==> config.mk <==
export PLATFORM = sky130hd
export DESIGN_NAME = mem_req_sequencer
export DESIGN_NICKNAME = d
export VERILOG_FILES = /design/src/rtl/mem_req_sequencer_pkg.sv /design/src/rtl/mem_req_sequencer_req_fifo.sv /design/src/rtl/mem_req_sequencer.sv
export SDC_FILE = /design/constraint.sdc
export NUM_CORES = 1
export LEC_CHECK = 0
export CAP_MARGIN = 20
export CORE_MARGIN = 3
export CORE_UTILIZATION = 34
export DETAILED_ROUTE_END_ITERATION = 10
export RECOVER_POWER = 50
export SETUP_SLACK_MARGIN = 0.05
export SYNTH_ARGS = -nofsm -noshare
export SYNTH_HDL_FRONTEND = slang
export SYNTH_SLANG_ARGS = --single-unit
export TNS_END_PERCENT = 30
==> constraint.sdc <==
create_clock -name clk -period 4.4 [get_ports clk]
set_clock_uncertainty 0.2 [all_clocks]
set_input_delay 1.1 -clock clk [delete_from_list [all_inputs] [get_ports clk]]
set_output_delay 1.1 -clock clk [all_outputs]
set_load 0.01 [all_outputs]
==> src/rtl/mem_req_sequencer_pkg.sv <==
// rtl/mem_req_sequencer_pkg.sv - shared mtype codes and request record for the request sequencer
package mem_req_sequencer_pkg;

    localparam logic [2:0] MT_RDATA = 3'd0;
    localparam logic [2:0] MT_WDATA = 3'd1;
    localparam logic [2:0] MT_RCHAR = 3'd2;
    localparam logic [2:0] MT_WCHAR = 3'd3;
    localparam logic [2:0] MT_PROGN = 3'd4;
    localparam logic [2:0] MT_PROGP = 3'd5;

    typedef struct packed {
        logic [2:0]  mtype;
        logic [15:0] addr;
        logic [7:0]  wdata;
    } req_t;

    localparam int REQ_W = $bits(req_t);

    function automatic logic is_read_type(input logic [2:0] t);
        return (t == MT_RDATA) || (t == MT_RCHAR) || (t == MT_PROGN) || (t == MT_PROGP);
    endfunction

    function automatic logic is_legal_type(input logic [2:0] t);
        return t <= MT_PROGP;
    endfunction

endpackage

==> src/rtl/mem_req_sequencer_req_fifo.sv <==
// rtl/mem_req_sequencer_req_fifo.sv - synchronous request FIFO with occupancy count
module req_fifo #(
    parameter int WIDTH = 27,
    parameter int DEPTH = 2
) (
    input  logic                       clk,
    input  logic                       reset,
    input  logic                       push,
    input  logic                       pop,
    input  logic [WIDTH-1:0]           wr_data,
    output logic [WIDTH-1:0]           rd_data,
    output logic [$clog2(DEPTH+1)-1:0] count
);

    localparam int CNT_W = $clog2(DEPTH + 1);
    localparam int PTR_W = (DEPTH > 1) ? $clog2(DEPTH) : 1;
    localparam logic [PTR_W-1:0] LAST_PTR = PTR_W'(DEPTH - 1);

    logic [WIDTH-1:0] mem [DEPTH];
    logic [PTR_W-1:0] wr_ptr;
    logic [PTR_W-1:0] rd_ptr;
    logic             full;
    logic             empty;
    logic             do_push;
    logic             do_pop;

    function automatic logic [PTR_W-1:0] next_ptr(input logic [PTR_W-1:0] p);
        return (p == LAST_PTR) ? '0 : p + PTR_W'(1);
    endfunction

    assign full    = (count == CNT_W'(DEPTH));
    assign empty   = (count == '0);
    // Full blocks the push even when a pop frees a slot on the same edge.
    assign do_push = push && !full;
    assign do_pop  = pop && !empty;
    assign rd_data = mem[rd_ptr];

    always_ff @(posedge clk) begin
        if (reset) begin
            wr_ptr <= '0;
            rd_ptr <= '0;
            count  <= '0;
        end else begin
            if (do_push) wr_ptr <= next_ptr(wr_ptr);
            if (do_pop)  rd_ptr <= next_ptr(rd_ptr);
            case ({do_push, do_pop})
                2'b10:   count <= count + CNT_W'(1);
                2'b01:   count <= count - CNT_W'(1);
                default: count <= count;
            endcase
        end
    end

    always_ff @(posedge clk) begin
        if (do_push) mem[wr_ptr] <= wr_data;
    end

endmodule

==> src/rtl/mem_req_sequencer.sv <==
// rtl/mem_req_sequencer.sv - queues core memory requests and issues them as gapped mreq transactions
module mem_req_sequencer
    import mem_req_sequencer_pkg::*;
#(
    parameter int DEPTH      = 2,
    parameter int GAP_CYCLES = 2,
    parameter int TIMEOUT    = 1023
) (
    input  logic        clk,
    input  logic        reset,
    input  logic        req_valid,
    output logic        req_ready,
    input  logic [2:0]  req_type,
    input  logic [15:0] req_addr,
    input  logic [7:0]  req_wdata,
    output logic        rsp_valid,
    output logic [7:0]  rsp_rdata,
    output logic        busy,
    output logic [1:0]  err,
    output logic        mreq,
    output logic [2:0]  mtype,
    output logic [15:0] addr,
    output logic [7:0]  data_in,
    input  logic [7:0]  data_out,
    input  logic        mdone
);

    localparam int CNT_W = $clog2(DEPTH + 1);
    localparam int TO_W  = $clog2(TIMEOUT + 1);
    localparam int GAP_W = $clog2(GAP_CYCLES + 1);

    typedef enum logic [1:0] {
        ST_IDLE,
        ST_REQ,
        ST_GAP
    } state_e;

    state_e           state;
    state_e           state_next;
    logic [CNT_W-1:0] count;
    logic [REQ_W-1:0] head_bits;
    req_t             head;
    req_t             push_req;
    logic             push;
    logic             pop;
    logic             load;
    logic             complete;
    logic             illegal;
    logic [TO_W-1:0]  to_cnt;
    logic [GAP_W-1:0] gap_cnt;

    assign push_req  = '{mtype: req_type, addr: req_addr, wdata: req_wdata};
    assign head      = req_t'(head_bits);
    assign req_ready = (count < CNT_W'(DEPTH));
    assign push      = req_valid && req_ready;
    assign busy      = (count != '0) || (state != ST_IDLE);

    req_fifo #(
        .WIDTH (REQ_W),
        .DEPTH (DEPTH)
    ) u_req_fifo (
        .clk     (clk),
        .reset   (reset),
        .push    (push),
        .pop     (pop),
        .wr_data (push_req),
        .rd_data (head_bits),
        .count   (count)
    );

    always_ff @(posedge clk) begin
        if (reset) state <= ST_IDLE;
        else       state <= state_next;
    end

    always_comb begin
        state_next = state;
        pop        = 1'b0;
        load       = 1'b0;
        complete   = 1'b0;
        illegal    = 1'b0;
        case (state)
            ST_IDLE: begin
                if (count != '0) begin
                    pop = 1'b1;
                    // Illegal codes are dropped here so they never reach the controller.
                    if (is_legal_type(head.mtype)) begin
                        load       = 1'b1;
                        state_next = ST_REQ;
                    end else begin
                        illegal = 1'b1;
                    end
                end
            end
            ST_REQ: begin
                if (mdone) begin
                    complete   = 1'b1;
                    state_next = ST_GAP;
                end
            end
            ST_GAP: begin
                if (gap_cnt == '0) state_next = ST_IDLE;
            end
            default: state_next = ST_IDLE;
        endcase
    end

    always_ff @(posedge clk) begin
        if (reset) begin
            mreq      <= 1'b0;
            mtype     <= '0;
            addr      <= '0;
            data_in   <= '0;
            rsp_valid <= 1'b0;
            rsp_rdata <= '0;
            err       <= '0;
            to_cnt    <= '0;
            gap_cnt   <= '0;
        end else begin
            rsp_valid <= complete;
            if (load) begin
                mreq    <= 1'b1;
                mtype   <= head.mtype;
                addr    <= head.addr;
                data_in <= head.wdata;
                to_cnt  <= '0;
            end
            if (complete) begin
                mreq    <= 1'b0;
                gap_cnt <= GAP_W'(GAP_CYCLES - 1);
                if (is_read_type(mtype)) rsp_rdata <= data_out;
            end
            // Timeout only raises a flag; the transaction keeps waiting for mdone.
            if (state == ST_REQ && !mdone && to_cnt != TO_W'(TIMEOUT)) begin
                to_cnt <= to_cnt + TO_W'(1);
                if (to_cnt == TO_W'(TIMEOUT - 1)) err[0] <= 1'b1;
            end
            if (state == ST_GAP && gap_cnt != '0) gap_cnt <= gap_cnt - GAP_W'(1);
            if (illegal) err[1] <= 1'b1;
        end
    end

endmodule

## After elaboration in Yosys (flattened, before gate mapping)

Memory sizes are Yosys's and may differ from the RTL's. A register that Yosys moved wholly into a read port is not among the register bits.
Index checks and enable logic that the tools add are counted.

- Add/sub/neg operators: 6
- Multiply operators: 0
- Div/mod/pow operators: 0
- $lt $le $gt $ge: 2
- Equal/unequal tests: 14
- Shift-type cells: 0
- Mux-type cells: 26
- Bitwise logic cells: 0
- Reductions and logical operators: 27

Operator list:

| operator | count |
|---|---|
| 10-bit 2-to-1 mux | 2 |
| 1-bit 2-to-1 mux | 16 |
| 2-bit 2-to-1 mux | 6 |
| 2-bit nonzero test | 6 |
| 10-bit by 1-bit adder with 10-bit output (second input constant) | 1 |
| 10-bit equality test (second input constant) | 1 |
| 10-bit != test (second input constant) | 1 |
| 2-bit != test (second input constant) | 4 |
| 2-bit equality test (second input constant) | 3 |
| 3-bit equality test (second input constant) | 2 |
| 1-bit logical AND | 6 |
| 2-bit zero test | 3 |
| 2-bit case mux with 3 select lines | 1 |
| 2-bit by 1-bit equality test with 1-bit output (second input constant) | 2 |
| 1-bit logical OR | 4 |
| 2-bit case mux with 2 select lines | 1 |
| 2-bit AND reduction | 2 |
| 4-bit AND reduction | 1 |
| 2-bit by 1-bit subtractor with 2-bit output (second input constant) | 2 |
| 3-bit by 2-bit equality test with 1-bit output (second input constant) | 1 |
| 3-bit <= comparator (second input constant) | 1 |
| 1-bit zero test | 3 |
| 3-bit zero test | 1 |
| 1-bit adder (second input constant) | 2 |
| 3 further kinds | 3 |

- Flip-flop bits (word level): 57
- Bits in latches: 0
- Bits in writable memories: 54
- Memory bits (read-only): 0
- Input port bits: 39
- Output and inout bits: 41
- Memories kept: 1

Memories:

| name | words | width | rd ports | clocked after Yosys merged registers in | wr ports | line | RTL |
|---|---|---|---|---|---|---|---|
| u_req_fifo.mem | 2 | 27 | 1 | 1 | 1 | mem_req_sequencer_req_fifo.sv:19 | `logic [WIDTH-1:0] mem [DEPTH];` |

## Depth between registers and ports, before layout

Gate-level depths: netlist of run 1.

- Word-level depth: 6
- Gate-level depth with buffers: 8

## Hierarchy

From an unflattened synthesis of run 1, not the netlist that was laid out.

- Cell total of the unflattened synthesis: 362
- Area total of the unflattened synthesis: 4331.7 um2

Modules (own cells, without submodules):

| module | instances | cells an instance | area each (um2) | sequential area each (um2) |
|---|---|---|---|---|
| mem_req_sequencer | 1 | 254 | 2173.3 | 1061.0 |
| req_fifo | 1 | 108 | 2158.3 | 1721.7 |

## Worst setup path before layout of run 1

OpenSTA, ideal clock, no wires.

- Kind: input-to-reg
- Start: input req_valid
- End: memory u_req_fifo.mem[0][0], enable pin
- Arrival time: 2.347 ns
- Slack: 1.443 ns
- Stages: 2
- Cell sequence: nand2_1 nor2_1

- Cells in the longest elaborated chain, start to end: 4

Ends and longest elaborated chain:

| item | line | RTL |
|---|---|---|
| start, declared | mem_req_sequencer.sv:11 | `input logic req_valid,` |
| 1-bit logical AND | mem_req_sequencer.sv:55 | `assign push = req_valid && req_ready;` |
| 1-bit logical AND | mem_req_sequencer_req_fifo.sv:34 | `assign do_push = push && !full;` |
| 1-bit 2-to-1 mux | mem_req_sequencer_req_fifo.sv:55 | `if (do_push) mem[wr_ptr] <= wr_data;` |
| 1-bit 2-to-1 mux (not written as such) | mem_req_sequencer_req_fifo.sv:55 |  |
| end, declared | mem_req_sequencer_req_fifo.sv:19 |  |

Every way passes these cells.

==> out/metrics.cfg, run 1 <==
[floorplan]
die_w_um=118
dieArea_sq_um=14000
coreArea_sq_um=12200
start_util_pct=35.2
row_count=40
io_pins=80
die_h_um=118

[clock_network]
cts_setup_buffers=0
htreeDepth=3
tritoncts=yes
clock_tree.root_cell=clkbuf_16
cts_sinks=112
ctsHoldBuffers=0
cts.reportedPaths.clkPinSlew_ns=0.07
cts.path.max_buffers=2
ctsResizeCount=0
cts_buffers=9
clock_latency_ns=0.35

[finish]
drive_above_1_share_pct=8.13
seqCellArea_sq_um=2780
multi_input_area_sq_um=1400
n_fill_cell=1125
nNetsFinal=456
fin_area_sq_um=5550
synthToLayoutAreaGrowth_pct=29.6

[setup_path]
required_ns=4.37
worstReg2RegStart=state[1]
cp.arrival_ns=3.21
slowest_delay_ns=1.39
cp-end-kind=flop
crit_fanout=41
critical_path_class=input pin to flop
reg2reg_slack_ns=1.17
slowest_stage=clkbuf_1
r2r_cells=7
rr_endpoint=u_req_fifo.count[1]
worstPathCellList=clkbuf_1, inv_1, nand3_1, o31ai_1
start_kind=input pin

[job]
maxCapViolations=3

[timing]
tightest_slew_ns=1.97
max_freq_mhz=309
period_minus_slack_ns=3.24
rsz0062_at_grt=false
timing_hold_violations_final=0
final.setup.tns_ns=0
post-route-period-util_pct=73.6
slew_headroom_pct=-31.2
setup_violations=0
finalMaxSlewViolations=104

[synth]
ys_seq_area_share_pct=65.0
ys_types=50
synth_edf_count=54
syn_avg_cell_area_sq_um=12.9
yosysTopAreaCell=edfxtp_1
synthTopCellsByArea=edfxtp_1, dfxtp_1, mux2i_1
synthFlopType=dfxtp_1
yosys_warnings=0
synth.net_count=375
synth_seq_cells=112
syn_area_sq_um=4280
async_flop_share_pct=0
synthCells=332
netlist.area_leader.share_pct=37.9

[placement]
hpwlAfterDp_mm=5.82
gp_congestion=0.847
placed_cell_area_sq_um=5260
io_buffers=79

[route]
ant_nets=0
detail_route.vias_per_cell=4.96
num_vias=2911
avgRoutedWirePerCell_um=15.9
drt_iter0_markers=144
dr.pass1.iters=4
drc=0
routed_wl_mm=9.31

[power_and_ir_drop]
p_leak_nw=1.89
p_per_area_nw_per_um2=618
vdd_drop_max_mv=0.547

[grt]
grt_max_degree=42
antenna_found_initial=2
grt_first_pass_wirelength_mm=15.3
gr-usage-all-layers_pct=14.0
grt_overflow=0
grt_pass1_vias=2918

[hold_path]
hp-class=flop to flop
hold_path_depth=1
hold_start=gap_cnt[0]
hold-path-endpoint=gap_cnt[0]

[outcome]
status=finished, violations left
violations=max-capacitance violations, max-slew violations

-- synth_stat cells, types with 2 or more instances --
cell,count
a211oi_1,28
a21oi_1,40
a311oi_1,3
a31oi_1,2
and2_1,2
and3_1,3
buf_2,8
buf_4,2
clkbuf_1,5
dfxtp_1,58
edfxtp_1,54
ha_1,4
inv_1,7
mux2i_1,35
nand2_1,8
nand2b_1,2
nand3_1,4
nand4_1,2
nor2_1,23
o21a_1,2
o21ai_0,4
o21ai_2,2
o221ai_1,2
or3_1,2
or3_2,2
xnor2_1,3
xor2_1,2
-- cell families (layout without fill, tap and decap cells) --
kind of cell	after synthesis	count (layout)	synth area share [%]
AND/OR/NAND/NOR	60	60	7.54
XOR/XNOR	5	5	1.02
flip-flops	112	112	65.0
AO/OA/AOI/OAI	93	93	14.6
adder cells (fa/ha/maj)	4	4	1.17
buffers and inverters	23	109	2.43
other	0	1	0
multiplexers	35	35	8.18
-- through the flow --
stage / power [W] / setup slack, ns / hold WS, ns / cells / util [%]
floorplan: 0.00213 / 1.44 / 0.222 / 332 / -
global placement: 0.00262 / 1.47 / 0.237 / 570 / 43.2
detailed placement: 0.00264 / 1.46 / 0.242 / 570 / 43.2
CTS: 0.00349 / 1.50 / 0.255 / 586 / 45.7
global route: 0.00364 / 0.888 / 0.292 / 587 / 45.6
finish: 0.00343 / 1.16 / 0.257 / 587 / 45.6
-- flip-flops by register name, indices dropped and copies added, names as in the netlist, named ones only --
signal and count:
u_req_fifo.mem 54, addr 16, to_cnt 10, data_in 8
rsp_rdata 8, mtype 3, err 2, gap_cnt 2
state 2, u_req_fifo.count 2, mreq 1, rsp_valid 1
u_req_fifo.rd_ptr 1, u_req_fifo.wr_ptr 1
-- how the worst max path moves through the flow --
| stage | start | to | slack [ns] | depth (start not counted) |
|---|---|---|---|---|
| floorplan | req_valid | u_req_fifo.mem[0][0] | 1.44 | 2 |
| global placement | mdone | to_cnt[7] | 1.47 | 5 |
| detailed placement | mdone | to_cnt[7] | 1.46 | 5 |
| CTS | state[1] | busy | 1.50 | 3 |
| global route | state[1] | u_req_fifo.count[1] | 0.89 | 7 |
| finish | reset | to_cnt[0] | 1.16 | 4 |
-- cells in the final DEF, fill, tap and decap left out, types with 3 or more instances in the layout --
| cell type | n |
|---|---|
| a211oi_1 | 28 |
| a21oi_1 | 40 |
| a311oi_1 | 3 |
| and3_1 | 3 |
| buf_4 | 5 |
| clkbuf_1 | 5 |
| clkbuf_16 | 9 |
| clkdlybuf4s50_1 | 49 |
| dfxtp_1 | 57 |
| dlygate4sd3_1 | 29 |
| edfxtp_1 | 54 |
| ha_1 | 4 |
| inv_1 | 7 |
| mux2i_1 | 35 |
| nand2_1 | 8 |
| nand3_1 | 4 |
| nor2_1 | 22 |
| o21ai_0 | 4 |
| xnor2_1 | 3 |
-- final cells by class --
type,instances,area share (%)
antenna,1,0.0451
clock buffer,11,4.20
clock inverter,5,1.17
inverter,7,0.474
multi-input combinational,197,25.2
sequential,112,50.2
tap,168,3.79
timing repair buffer,86,15.0
-- critical path: cells and delay by family --
family          cells  cell delay, ns
simple gates        1            0.21
buf+inv             2            1.81
compound gates      1            0.08
-- power by group --
| part | switching [W] | leakage (nW) | internal, W |
|---|---|---|---|
| sequential | 0.000127 | 0.979 | 0.00134 |
| clock | 0.000379 | 0.138 | 0.000448 |
| combinational | 0.000605 | 0.775 | 0.000525 |
-- routing by layer --
layer | routed length [um] | share of wire (%) | track usage (%) | vias up
met1 | 4190 | 45 | 17.2 | 1391
li1 | - | - | - | 1425
met3 | 621 | 6.7 | 5.69 | 15
met4 | 163 | 1.8 | 5.35 | 2
met2 | 4330 | 46 | 22.2 | 78
met5 | 7 | 0.075 | 0 | -
Power figures use the tool's default switching activity.
==> run 2, diff against run 1 <==
Clock period 4.4 ns to 2.7 ns, I/O delays scaled along.
==> out/metrics.cfg, run 2 (synthesized netlist as in run 1, its figures left out) <==
[outcome]
status=finished clean  ; was finished, violations left

[finish]
reg.largest.list=u_req_fifo.mem x54, addr x16, to_cnt x10  ; unchanged
drive_above_1_share_pct=8.59  ; was 8.13%
nNetsFinal=457  ; was 456
synthToLayoutAreaGrowth_pct=29.3  ; was 29.6%
largest_register_ffs=54  ; unchanged
mostFrequentLayoutCells=dfxtp_1, edfxtp_1, clkdlybuf4s50_1  ; unchanged
final_cells=588  ; was 587
final_common_cell=dfxtp_1  ; unchanged
largest_register=u_req_fifo.mem  ; unchanged

[setup_path]
slowest_delay_ns=0.54  ; was 1.39 ns
r2r_cells=5  ; was 7
critPathTopFamily=buffers and inverters  ; unchanged
rr_endpoint=to_cnt[6]  ; was u_req_fifo.count[1]
slowest_stage=clkdlybuf4s50_1  ; was clkbuf_1
cp-end-kind=output port  ; was flop
cp.arrival_ns=1.59  ; was 3.21 ns
critical_path_class=flop to output port  ; was input pin to flop
worstReg2RegStart=to_cnt[1]  ; was state[1]
path_buf_inv=1  ; was 2
required_ns=1.82  ; was 4.37 ns
reg2reg_slack_ns=0.60  ; was 1.17 ns
start_kind=flop  ; was input pin
crit_fanout=7  ; was 41
worstPathCellList=nor2_1, nand2_1, clkdlybuf4s50_1  ; was clkbuf_1, inv_1, nand3_1, o31ai_1

[power_and_ir_drop]
vdd_drop_max_mv=0.608  ; was 0.547 mV
p_per_area_nw_per_um2=991  ; was 618 nW/um^2
p_leak_nw=1.89  ; about the same

[hold_path]
hp-class=flop to flop  ; unchanged
hold_start=gap_cnt[0]  ; unchanged
hold-path-endpoint=gap_cnt[0]  ; unchanged
hold_path_depth=1  ; unchanged

[route]
routed_wl_mm=9.35  ; was 9.31 mm
dr.pass1.iters=4  ; unchanged
avgRoutedWirePerCell_um=15.9  ; about the same
ant_nets=0  ; unchanged
detail_route.vias_per_cell=4.97  ; was 4.96
drt_iter0_markers=192  ; was 144
drc=0  ; unchanged
num_vias=2922  ; was 2911

[clock_network]
cts.reportedPaths.clkPinSlew_ns=0.07  ; about the same
htreeDepth=3  ; unchanged
clock_tree.root_cell=clkbuf_16  ; unchanged
tritoncts=yes  ; unchanged
ctsResizeCount=0  ; unchanged
clock_latency_ns=0.35  ; about the same
cts_setup_buffers=0  ; unchanged
cts.path.max_buffers=2  ; unchanged
cts_sinks=112  ; unchanged
ctsHoldBuffers=0  ; unchanged
cts_buffers=9  ; unchanged

[grt]
grt_pass1_vias=2942  ; was 2918
antenna_found_initial=1  ; was 2
grt_max_degree=33  ; was 42
grt_first_pass_wirelength_mm=15.1  ; was 15.3 mm
grt_overflow=0  ; unchanged
gr-usage-all-layers_pct=13.7  ; was 14.0%

[floorplan]
die_w_um=118  ; unchanged
start_util_pct=35.2  ; unchanged
io_pins=80  ; unchanged
coreArea_sq_um=12200  ; unchanged
dieArea_sq_um=14000  ; unchanged
row_count=40  ; unchanged
die_h_um=118  ; unchanged

[placement]
gp_congestion=0.830  ; was 0.847
hpwlAfterDp_mm=6.03  ; was 5.82 mm
io_buffers=79  ; unchanged
dp_cells=571  ; was 570

[timing]
tightest_slew_ns=1.24  ; was 1.97 ns
slew_headroom_pct=17.3  ; was -31.2%
final.setup.tns_ns=0  ; unchanged
post-route-period-util_pct=91.2
rsz0062_at_grt=false  ; unchanged
period_minus_slack_ns=2.46
timing_hold_violations_final=0  ; unchanged
setup_violations=0  ; unchanged
max_freq_mhz=406
finalMaxSlewViolations=0  ; was 104

[job]
maxCapViolations=0  ; was 3

run 2: cell type report:
class                   instances  area, sq um
clock inverters                 4         32.5
clock buffers                  12          236
inverters                       7         26.3
fillers                      1119         6630
repair buffers                 87          847
diodes                          1         2.50
flip-flops and latches        112         2780
multi-input cells             197         1400
well taps                     168          210
run 2: how the worst max path moves through the flow:
stage,end,depth (start not counted),from
floorplan,u_req_fifo.mem[0][0],2,req_valid
global placement,to_cnt[7],5,mdone
detailed placement,to_cnt[7],5,mdone
CTS,busy,3,state[1]
global route,busy,3,state[1]
finish,busy,3,state[1]
run 2: metal layers:
layer / up-vias / global-route usage [%] / wire [um]
met4: 0 / 5.27 / 150
li1: 1422 / - / -
met3: 12 / 4.45 / 561
met1: 1412 / 17.1 / 4100
met2: 76 / 22.2 / 4530
met5: - / 0 / 0
run 2: through the flow:
stage                     hold slack, ns  setup WS [ns]  power, W  util [%]  instance area, sq um
after floorplan                    0.222          0.168   0.00347         -                  4280
after global placement             0.237          0.188   0.00430      43.6                  5300
after detailed placement           0.247          0.151   0.00433      43.6                  5300
after CTS                          0.259          0.220   0.00559      45.8                  5570
after global routing               0.300          0.166   0.00581      45.5                  5540
final                              0.259          0.237   0.00548      45.5                  5540
run 2: report_power, final:
group          switching (W)  internal (W)
clock network       0.000607      0.000633
registers           0.000231       0.00219
logic               0.000962      0.000863
==> run 3, diff against run 2 <==
Settings changed: MAX_ROUTING_LAYER set to met4.
==> out/metrics.cfg, run 3 (synthesized netlist as in run 1, its figures left out) <==
[outcome]
status=finished clean  ; unchanged

[route]
routed_wl_mm=9.37  ; was 9.35 mm
highest_layer=met4  ; unchanged
drc=0  ; unchanged
num_vias=2915  ; was 2922
wl_met1_mm=4.25  ; was 4.10 mm
detail_route.vias_per_cell=4.96  ; was 4.97
dr.pass1.iters=4  ; unchanged
avgRoutedWirePerCell_um=15.9  ; about the same
wl_met2_mm=4.48  ; was 4.53 mm
ant_nets=0  ; unchanged
drt_iter0_markers=202  ; was 192
wl_met3_um=503  ; was 561 um

[grt]
grt_pass1_vias=2951  ; was 2942
grt_first_pass_wirelength_mm=15.1  ; about the same
antenna_found_initial=1  ; unchanged
gr-usage-all-layers_pct=14.2  ; was 13.7%
grt_overflow=0  ; unchanged
grt_max_degree=33  ; unchanged

[setup_path]
required_ns=1.82  ; about the same
cp.arrival_ns=1.59  ; about the same
critical_path_class=flop to output port  ; unchanged
worstPathCellList=nor2_1, nand2_1, clkdlybuf4s50_1  ; unchanged
crit_fanout=7  ; unchanged
slowest_stage=clkdlybuf4s50_1  ; unchanged
cp-end-kind=output port  ; unchanged
r2r_cells=5  ; unchanged
slowest_delay_ns=0.54  ; about the same
start_kind=flop  ; unchanged

[finish]
largest_register=u_req_fifo.mem  ; unchanged
utilization_pct=45.5  ; unchanged
synthToLayoutAreaGrowth_pct=29.3  ; unchanged
reg.largest.list=u_req_fifo.mem x54, addr x16, to_cnt x10  ; unchanged
drive_above_1_share_pct=8.59  ; unchanged
final_common_cell=dfxtp_1  ; unchanged
nNetsFinal=457  ; unchanged
largest_register_ffs=54  ; unchanged
mostFrequentLayoutCells=dfxtp_1, edfxtp_1, clkdlybuf4s50_1  ; unchanged

[timing]
final.setup.tns_ns=0  ; unchanged
rsz0062_at_grt=false  ; unchanged
period_minus_slack_ns=2.46  ; about the same
slew_headroom_pct=16.5  ; was 17.3%
finalMaxSlewViolations=0  ; unchanged
max_freq_mhz=406  ; about the same
whs_ns=0.259  ; about the same
tightest_slew_ns=1.25  ; was 1.24 ns
setup_violations=0  ; unchanged
post-route-period-util_pct=91.2  ; about the same
timing_hold_violations_final=0  ; unchanged

[power_and_ir_drop]
vdd_drop_max_mv=0.606  ; was 0.608 mV
p_per_area_nw_per_um2=991  ; about the same
power_w=0.00549  ; was 0.00548 W
p_leak_nw=1.89  ; unchanged

[floorplan]
coreArea_sq_um=12200  ; unchanged
dieArea_sq_um=14000  ; unchanged
io_pins=80  ; unchanged
start_util_pct=35.2  ; unchanged
die_h_um=118  ; unchanged
die_w_um=118  ; unchanged
row_count=40  ; unchanged

[clock_network]
cts.path.max_buffers=2  ; unchanged
ctsHoldBuffers=0  ; unchanged
tritoncts=yes  ; unchanged
ctsResizeCount=0  ; unchanged
clock_tree.root_cell=clkbuf_16  ; unchanged
cts_setup_buffers=0  ; unchanged
htreeDepth=3  ; unchanged
clock_latency_ns=0.35  ; about the same
cts.reportedPaths.clkPinSlew_ns=0.07  ; about the same
cts_buffers=9  ; unchanged
cts_sinks=112  ; unchanged

[placement]
hpwlAfterDp_mm=6.03  ; unchanged
gp_congestion=0.842  ; was 0.830
io_buffers=79  ; unchanged

[job]
maxCapViolations=0  ; unchanged

[hold_path]
hp-class=flop to flop  ; unchanged
hold_path_depth=1  ; unchanged

-- run 3: area by class of cell --
type / count / area [sq um]
diodes: 1 / 2.50
clock inverters: 4 / 32.5
well taps: 168 / 210
repair buffers: 87 / 847
fillers: 1119 / 6630
inverters: 7 / 26.3
clock buffers: 12 / 236
flip-flops and latches: 112 / 2780
multi-input cells: 197 / 1400
-- run 3: power breakdown --
group          internal, W  switching (W)
Combinational     0.000863       0.000964
Clock             0.000633       0.000610
Sequential         0.00219       0.000230
Total              0.00368        0.00180
-- run 3: metal layers --
| layer | vias to the layer above | global-route usage, % |
|---|---|---|
| met5 | - | - |
| met4 | 0 | 4.84 |
| met3 | 10 | 4.83 |
| met2 | 67 | 22.2 |
| met1 | 1418 | 17.2 |
| li1 | 1420 | - |
-- run 3: final timing paths --
kind               from          to  slack (ns)
min          gap_cnt[0]  gap_cnt[0]        0.26
min reg2reg  gap_cnt[0]  gap_cnt[0]        0.26
max            state[1]        busy        0.24
max reg2reg   to_cnt[1]   to_cnt[6]        0.62
-- run 3: through the flow --
stage                     area (sq um)  instances  setup WS, ns
after floorplan                   4280        332         0.168
after global placement            5300        571         0.188
after detailed placement          5300        571         0.151
after CTS                         5570        587         0.220
after global routing              5540        588         0.162
final                             5540        588         0.237
-- run 3: critical path: cells and delay by family, from the launching register on --
kind | cells | cell delay, ns
buffers and inverters | 1 | 0.54
DFF | 1 | 0.49
and+or+nand+nor | 2 | 0.21
